[src/rtl/rx_fe_pkg.sv]
// Shared constants and helpers for the receive-path ADC front end.
// Register offsets are relative to the block's settings-bus base address.
package rx_fe_pkg;

  localparam int IQ_W  = 18;
  localparam int ADC_W = 16;

  localparam int ADDR_SWAP  = 0;
  localparam int ADDR_MAG   = 1;
  localparam int ADDR_PHASE = 2;
  localparam int ADDR_DC_I  = 3;
  localparam int ADDR_DC_Q  = 4;

  // Clamp a 19-bit intermediate sum into the signed 18-bit I/Q range.
  function automatic logic signed [IQ_W-1:0] sat18(input logic signed [IQ_W:0] v);
    if (v[IQ_W] != v[IQ_W-1])
      return v[IQ_W] ? {1'b1, {(IQ_W-1){1'b0}}} : {1'b0, {(IQ_W-1){1'b1}}};
    return v[IQ_W-1:0];
  endfunction

endpackage

[src/rtl/rx_fe_dcoffset.sv]
// Per-channel DC removal: subtracts either a fixed offset or a slowly tracked
// estimate (leaky integrator with time constant 2^ALPHA_SHIFT) and saturates.
module rx_fe_dcoffset
  import rx_fe_pkg::*;
#(
  parameter logic [7:0] ADDR        = 8'd0,
  parameter int         WIDTH       = 18,
  parameter int         ALPHA_SHIFT = 20
) (
  input  logic                    clk,
  input  logic                    rst,
  input  logic                    set_stb,
  input  logic [7:0]              set_addr,
  input  logic [31:0]             set_data,
  input  logic signed [WIDTH-1:0] x,
  output logic signed [WIDTH-1:0] ofs
);

  logic                                fixed_mode;
  logic signed [WIDTH-1:0]             fixed_ofs;
  logic signed [ALPHA_SHIFT+WIDTH-1:0] acc;
  logic signed [WIDTH-1:0]             offset;
  logic signed [WIDTH:0]               diff;
  logic signed [WIDTH-1:0]             diff_sat;
  logic                                wr;
  logic                                unused_data;

  assign wr          = set_stb && (set_addr == ADDR);
  assign offset      = fixed_mode ? fixed_ofs : acc[ALPHA_SHIFT+WIDTH-1:ALPHA_SHIFT];
  assign diff        = {x[WIDTH-1], x} - {offset[WIDTH-1], offset};
  assign unused_data = ^set_data[30:WIDTH];

  always_comb begin
    diff_sat = diff[WIDTH-1:0];
    if (diff[WIDTH] != diff[WIDTH-1])
      diff_sat = diff[WIDTH] ? {1'b1, {(WIDTH-1){1'b0}}} : {1'b0, {(WIDTH-1){1'b1}}};
  end

  // A control write reseeds the loop; otherwise the accumulator integrates the
  // unsaturated residual so the estimate converges even while the output clips.
  always_ff @(posedge clk or posedge rst) begin
    if (rst) begin
      fixed_mode <= 1'b1;
      fixed_ofs  <= '0;
      acc        <= '0;
      ofs        <= '0;
    end else begin
      if (wr) begin
        fixed_mode <= set_data[31];
        if (set_data[31])
          fixed_ofs <= set_data[WIDTH-1:0];
        else
          acc <= {set_data[WIDTH-1:0], {ALPHA_SHIFT{1'b0}}};
      end else if (!fixed_mode) begin
        acc <= acc + {{(ALPHA_SHIFT-1){diff[WIDTH]}}, diff};
      end
      ofs <= diff_sat;
    end
  end

endmodule

[src/rtl/rx_front_end.sv]
// Receive-path ADC front end: input register with optional I/Q swap, per-channel
// DC removal, IQ-imbalance (magnitude/phase) correction and 18-bit saturation.
module rx_front_end
  import rx_fe_pkg::*;
#(
  parameter int BASE        = 0,
  parameter int ALPHA_SHIFT = 20
) (
  input  logic                    clk,
  input  logic                    rst,
  input  logic                    set_stb,
  input  logic [7:0]              set_addr,
  input  logic [31:0]             set_data,
  input  logic signed [ADC_W-1:0] adc_a,
  input  logic                    adc_ovf_a,
  input  logic signed [ADC_W-1:0] adc_b,
  input  logic                    adc_ovf_b,
  output logic signed [IQ_W-1:0]  i_out,
  output logic signed [IQ_W-1:0]  q_out,
  output logic                    run,
  output logic [31:0]             debug
);

  localparam logic [7:0] A_SWAP  = 8'(BASE + ADDR_SWAP);
  localparam logic [7:0] A_MAG   = 8'(BASE + ADDR_MAG);
  localparam logic [7:0] A_PHASE = 8'(BASE + ADDR_PHASE);
  localparam logic [7:0] A_DC_I  = 8'(BASE + ADDR_DC_I);
  localparam logic [7:0] A_DC_Q  = 8'(BASE + ADDR_DC_Q);

  logic                     swap_iq;
  logic signed [IQ_W-1:0]   mag_corr;
  logic signed [IQ_W-1:0]   phase_corr;
  logic signed [ADC_W-1:0]  adc_i;
  logic signed [ADC_W-1:0]  adc_q;
  logic                     ovf_a_r;
  logic                     ovf_b_r;
  logic signed [IQ_W-1:0]   x_i;
  logic signed [IQ_W-1:0]   x_q;
  logic signed [IQ_W-1:0]   ofs_i;
  logic signed [IQ_W-1:0]   ofs_q;
  logic signed [2*IQ_W-1:0] corr_i;
  logic signed [2*IQ_W-1:0] corr_q;
  logic signed [IQ_W:0]     sum_i;
  logic signed [IQ_W:0]     sum_q;
  logic                     unused_lsbs;

  always_ff @(posedge clk or posedge rst) begin
    if (rst) begin
      swap_iq    <= 1'b0;
      mag_corr   <= '0;
      phase_corr <= '0;
    end else if (set_stb) begin
      if (set_addr == A_SWAP)  swap_iq    <= set_data[0];
      if (set_addr == A_MAG)   mag_corr   <= set_data[IQ_W-1:0];
      if (set_addr == A_PHASE) phase_corr <= set_data[IQ_W-1:0];
    end
  end

  always_ff @(posedge clk or posedge rst) begin
    if (rst) begin
      adc_i   <= '0;
      adc_q   <= '0;
      ovf_a_r <= 1'b0;
      ovf_b_r <= 1'b0;
      run     <= 1'b0;
    end else begin
      adc_i   <= swap_iq ? adc_b : adc_a;
      adc_q   <= swap_iq ? adc_a : adc_b;
      ovf_a_r <= adc_ovf_a;
      ovf_b_r <= adc_ovf_b;
      run     <= 1'b1;
    end
  end

  assign x_i = {adc_i, 2'b00};
  assign x_q = {adc_q, 2'b00};

  rx_fe_dcoffset #(.ADDR(A_DC_I), .WIDTH(IQ_W), .ALPHA_SHIFT(ALPHA_SHIFT)) dc_i (
    .clk(clk), .rst(rst), .set_stb(set_stb), .set_addr(set_addr),
    .set_data(set_data), .x(x_i), .ofs(ofs_i)
  );

  rx_fe_dcoffset #(.ADDR(A_DC_Q), .WIDTH(IQ_W), .ALPHA_SHIFT(ALPHA_SHIFT)) dc_q (
    .clk(clk), .rst(rst), .set_stb(set_stb), .set_addr(set_addr),
    .set_data(set_data), .x(x_q), .ofs(ofs_q)
  );

  // Both correction products are driven by I: the phase term leaks I into Q.
  assign corr_i      = ofs_i * mag_corr;
  assign corr_q      = ofs_i * phase_corr;
  assign sum_i       = {ofs_i[IQ_W-1], ofs_i} + {corr_i[2*IQ_W-1], corr_i[2*IQ_W-1:IQ_W]};
  assign sum_q       = {ofs_q[IQ_W-1], ofs_q} + {corr_q[2*IQ_W-1], corr_q[2*IQ_W-1:IQ_W]};
  assign unused_lsbs = ^{corr_i[IQ_W-1:0], corr_q[IQ_W-1:0]};

  always_ff @(posedge clk or posedge rst) begin
    if (rst) begin
      i_out <= '0;
      q_out <= '0;
    end else begin
      i_out <= sat18(sum_i);
      q_out <= sat18(sum_q);
    end
  end

  assign debug = {ovf_a_r, ovf_b_r, swap_iq, 11'b0, i_out};

endmodule

[config.mk]
export PLATFORM = sky130hd
export DESIGN_NAME = rx_front_end
export DESIGN_NICKNAME = d
export VERILOG_FILES = /design/src/rtl/rx_fe_pkg.sv /design/src/rtl/rx_fe_dcoffset.sv /design/src/rtl/rx_front_end.sv
export SDC_FILE = /design/constraint.sdc
export NUM_CORES = 2
export LEC_CHECK = 0
export ABC_AREA = 0
export CAP_MARGIN = 20
export CORE_MARGIN = 2
export CORE_UTILIZATION = 50
export CTS_BUF_LIST = sky130_fd_sc_hd__clkbuf_16
export DETAILED_ROUTE_END_ITERATION = 6
export GPL_TIMING_DRIVEN = 0
export PLACE_DENSITY_LB_ADDON = 0.25
export SKIP_LAST_GASP = 1
export SLEW_MARGIN = 20
export SYNTH_ARGS = -nofsm -noshare
export SYNTH_HDL_FRONTEND = slang
export SYNTH_HIERARCHICAL = 1
export SYNTH_SLANG_ARGS = --single-unit
[constraint.sdc]
create_clock -name clk -period 18.6 [get_ports clk]
set_clock_uncertainty 0.2 [all_clocks]
set_input_delay 3.72 -clock clk [delete_from_list [all_inputs] [get_ports clk]]
set_output_delay 3.72 -clock clk [all_outputs]
set_load 0.05 [all_outputs]
==> Flow_metrics.wiki <==
{| class="wikitable"
! Metric !! Value
|-
| Status || finished, final reports clean
|-
| Combinational family with the most area after synthesis || adder cells
|-
| Min Tclk post-route || 10570 ps
|-
| Synth Area in Simple Gates || a little over an eighth
|-
| Sequential fraction of the synthesis area || between 15 and 20%
|-
| Count of TritonRoute iterations in the first routing pass || 5
|-
| Initial DRC count || between 2000 and 2500
|-
| Pin count of the biggest net entering global routing || just under 60
|-
| Total count of max-transition violations in the final report || 0
|-
| Remaining DRCs || 0
|-
| Average size of a mapped cell || slightly above 9 um2
|-
| Reg2reg path depth || 34
|-
| Mux cell area share after synthesis || under 10%
|-
| Synth async-reset ratio || 100%
|-
| Worst setup path start || dc_i/ofs[17]$_DFF_PP0_
|-
| Pwr/cell area || approximately 190 nW/um2
|-
| Worst stage delay on the critical path || about 760 ps
|-
| Area of the multi-input gates || 30700 um2
|-
| Number of warnings reported in the yosys synthesis log || 6
|-
| Final-layout setup total negative slack || 0 ps
|-
| Critical path peak fanout || 10
|-
| Adder and majority gate portion of the synthesized area || ~43%
|-
| Least-Margin Pin Slew || between 900 and 1000 ps
|-
| Core region area || approximately 81000 um2
|-
| Number of library cell types mapped by synthesis || between 80 and 90
|-
| Global-route congestion overflow total || 0
|-
| Fraction of final layout cells sized beyond drive strength 1 || 5.46%
|-
| Most common flop cell mapped by yosys || sky130_fd_sc_hd__dfrtp_1
|-
| Vertical extent of the die || roughly 290 um
|-
| Register-to-register setup slack || 8030 ps
|-
| Initial Utilization || between 50% and 60%
|-
| Worst vdd rail ir drop || about 0.00018 V
|-
| Number of gates resized after CTS || 0
|-
| Netlist area before placement || about 41000 um2
|-
| Number of synthesized flops with an enable pin || 0
|-
| Placer Congestion || 0.946
|-
| DP Worst Slack || a little over 8000 ps
|-
| Gr usage total || between 20% and 30%
|-
| Average wire per standard cell || between 20 and 25 um
|-
| Die width || approximately 290 um
|-
| Die area || 84300 um2
|-
| Met1 routing resource usage after global routing || 37.1%
|-
| Via Count || roughly 31000
|-
| Relative slew margins || between 30% and 40%
|-
| Area contributors post-synth || sky130_fd_sc_hd__fa_1 (32%), sky130_fd_sc_hd__dfrtp_1 (16%), sky130_fd_sc_hd__ha_1 (10%), sky130_fd_sc_hd__inv_1 (7.1%), sky130_fd_sc_hd__and2_1 (5.1%)
|-
| Final setup fails || 0
|-
| Total clock sinks || around 260
|-
| Fill cell count || about 7200
|-
| Clock input transition at the sequential cells of the worst setup and hold paths || 60 ps
|-
| End point of the critical path || i_out[0]$_DFF_PP0_
|-
| Clk_lat worst skew || 570 ps
|-
| Gate count after technology mapping || 4381
|-
| Tcrit/Tclk final || ~57%
|-
| Final ANT Viol Nets || 0
|-
| Number of violations of the max-capacitance limit || 0
|-
| Hold-fix buffers at CTS || 0
|-
| Area share of the leading cell type in the synthesized netlist || 32.3%
|-
| Net count reported at finish || approximately 5600
|-
| Number of buffers on the longest clock path || 3
|-
| Most frequent standard cell in the layout excluding fill and tap cells || sky130_fd_sc_hd__inv_1
|-
| Total length of routed wires || around 120000 um
|-
| Beginning of the worst register-to-register path || dc_i/ofs[17]$_DFF_PP0_
|-
| Type of element launching the critical path || flip-flop
|-
| Busiest layer in global routing || met2
|-
| Critical path start-end classification || flip-flop to flip-flop
|-
| I/O pins || roughly 150
|-
| Unrepaired setup endpoints after global routing || false
|-
| Cell repeated most along the worst path || sky130_fd_sc_hd__fa_1
|-
| Number of buffers inserted to repair setup after CTS || 0
|-
| Static leakage power || about 22 nW
|-
| IO Port Bufs || between 100 and 150
|-
| Initial antenna violation count || 1
|-
| H-tree level count || 2
|-
| Post-detailed-placement half-perimeter wirelength || approximately 95000 um
|-
| WP data arrival || approximately 11000 ps
|-
| Worst path slowest cell || sky130_fd_sc_hd__clkbuf_1
|-
| Cell at the root of the clock tree || sky130_fd_sc_hd__clkbuf_16
|-
| Met2 track utilization from global routing || 45.9%
|-
| Hold/Removal Path Class || flip-flop to flip-flop
|-
| Average vias per placed instance || approximately 5.5
|-
| Via count of the first global-routing pass || around 32000
|-
| Compound-gate portion of the synthesized area || around a tenth
|-
| Cell taking the most area after synthesis || sky130_fd_sc_hd__fa_1
|-
| Endpoint of the most critical register-to-register path || i_out[0]$_DFF_PP0_
|-
| Category of the worst setup path capture point || flip-flop
|-
| Global-route wire length before repair || approximately 180000 um
|-
| Commonest cells after routing, fill and taps aside || sky130_fd_sc_hd__inv_1 (775), sky130_fd_sc_hd__fa_1 (662), sky130_fd_sc_hd__nand2_1 (443)
|-
| Xor/xnor cell area share of the yosys netlist || under 10%
|-
| Number of endpoints with negative hold slack in the final report || 0
|-
| Number of buffers inserted during clock tree synthesis || 35
|-
| # rows || 104
|-
| Synth-to-layout area growth || 9.37%
|-
| Sequential standard cell area || about 6500 um2
|-
| GR Util met3 || under 10%
|-
| Setup slack of the critical path after layout || around 8000 ps
|-
| Depth of the worst hold-timing path || 2
|-
| TritonCTS clock tree || done
|-
| Yosys reg bits || between 200 and 300
|-
| Critical path data required time || 18800 ps
|-
| Maximum operating frequency || about 95 MHz
|}
## worst max-delay path, delay by kind of cell, from the launching register on
kind,cells,cell delay (ps)
fa+ha+maj,8,3680
compound gates,12,2570
simple gates,5,1160
xor+xnor,1,510
flops,1,570
buf+inv,8,1720
## cell usage after synthesis (all sizes together) (30+ instances only)
master,count
nand2b,41
o21ai,156
a21o,77
nand3,38
inv,776
mux2i,47
fa,662
o21bai,32
xor2,68
nand4,30
dfrtp,256
ha,330
nor2,151
nand2,443
clkbuf,178
xnor2,94
a21oi,177
and2,331
buf,46
mux2,108
## logic make-up (layout without fill, tap and decap cells)
kind of cell / Yosys count / after routing
and+or+nand+nor: 1134 / 1134
adders and majority gates: 1014 / 1014
buffers and inverters: 1000 / 1185
AOI/OAI and AO/OA: 656 / 656
DFF: 258 / 258
xor gates and xnor gates: 162 / 162
muxes: 155 / 155
other: 2 / 22
## metal layers
layer / vias to the layer above / part of all wire [%]
met1: 15600 / 42
met3: 291 / 6.5
met5: - / 0
met4: 0 / 5.1
met2: 1040 / 46
li1: 14200 / -
## report_power, final
| group | internal, mW | total [mW] | switching, mW |
|---|---|---|---|
| sequential | 0.825 | 0.988 | 0.163 |
| clock | 0.402 | 0.677 | 0.275 |
| combinational | 2.58 | 6.65 | 4.07 |
| total | 3.81 | 8.32 | 4.51 |
## registers in the layout, summed over array words and instances (netlist names)
register	cells
adc_q	16
swap_iq	1
phase_corr	18
dc_q/acc	38
dc_i/ofs	18
q_out	18
mag_corr	18
dc_i/fixed_ofs	18
ovf_b_r	1
dc_i/fixed_mode	1
ovf_a_r	1
adc_i	16
dc_i/acc	38
dc_q/ofs	18
i_out	18
run	1
dc_q/fixed_mode	1
dc_q/fixed_ofs	18
## metrics by stage
stage	cells	utilization [%]	total power, mW	hold WS [ps]	area, um2
2_1_floorplan	4397	-	5.85	255	41000
3_3_place_gp	5578	53.9	7.48	267	43600
3_5_place_dp	5581	54.0	7.56	273	43700
4_1_cts	5642	55.4	8.29	287	44800
5_1_grt	5642	55.4	9.10	309	44800
6_report	5646	55.5	8.32	286	44800
## cell type report
type / instances / share of cell area [%]
buffer: 224 / 2.23
clock inverter: 26 / 0.603
inverter: 776 / 6.52
tap: 1060 / 2.96
antenna: 4 / 0.0223
sequential: 258 / 14.4
timing repair buffer: 124 / 2.87
clock buffer: 35 / 1.95
multi-input combinational: 3139 / 68.4
## worst min path at each step
stage                                        start                       end  slack [ps]
after detailed placement   dc_q/acc[9]$_DFFE_PP0P_   dc_q/acc[9]$_DFFE_PP0P_         270
after global routing      dc_i/acc[12]$_DFFE_PP0P_  dc_i/acc[12]$_DFFE_PP0P_         310
after floorplan            dc_i/acc[3]$_DFFE_PP0P_   dc_i/acc[3]$_DFFE_PP0P_         260
after CTS                  dc_q/acc[9]$_DFFE_PP0P_   dc_q/acc[9]$_DFFE_PP0P_         290
after global placement     dc_q/acc[9]$_DFFE_PP0P_   dc_q/acc[9]$_DFFE_PP0P_         270
final                     dc_i/acc[18]$_DFFE_PP0P_  dc_i/acc[18]$_DFFE_PP0P_         290
No activity file was read; power rests on OpenSTA's default activity.
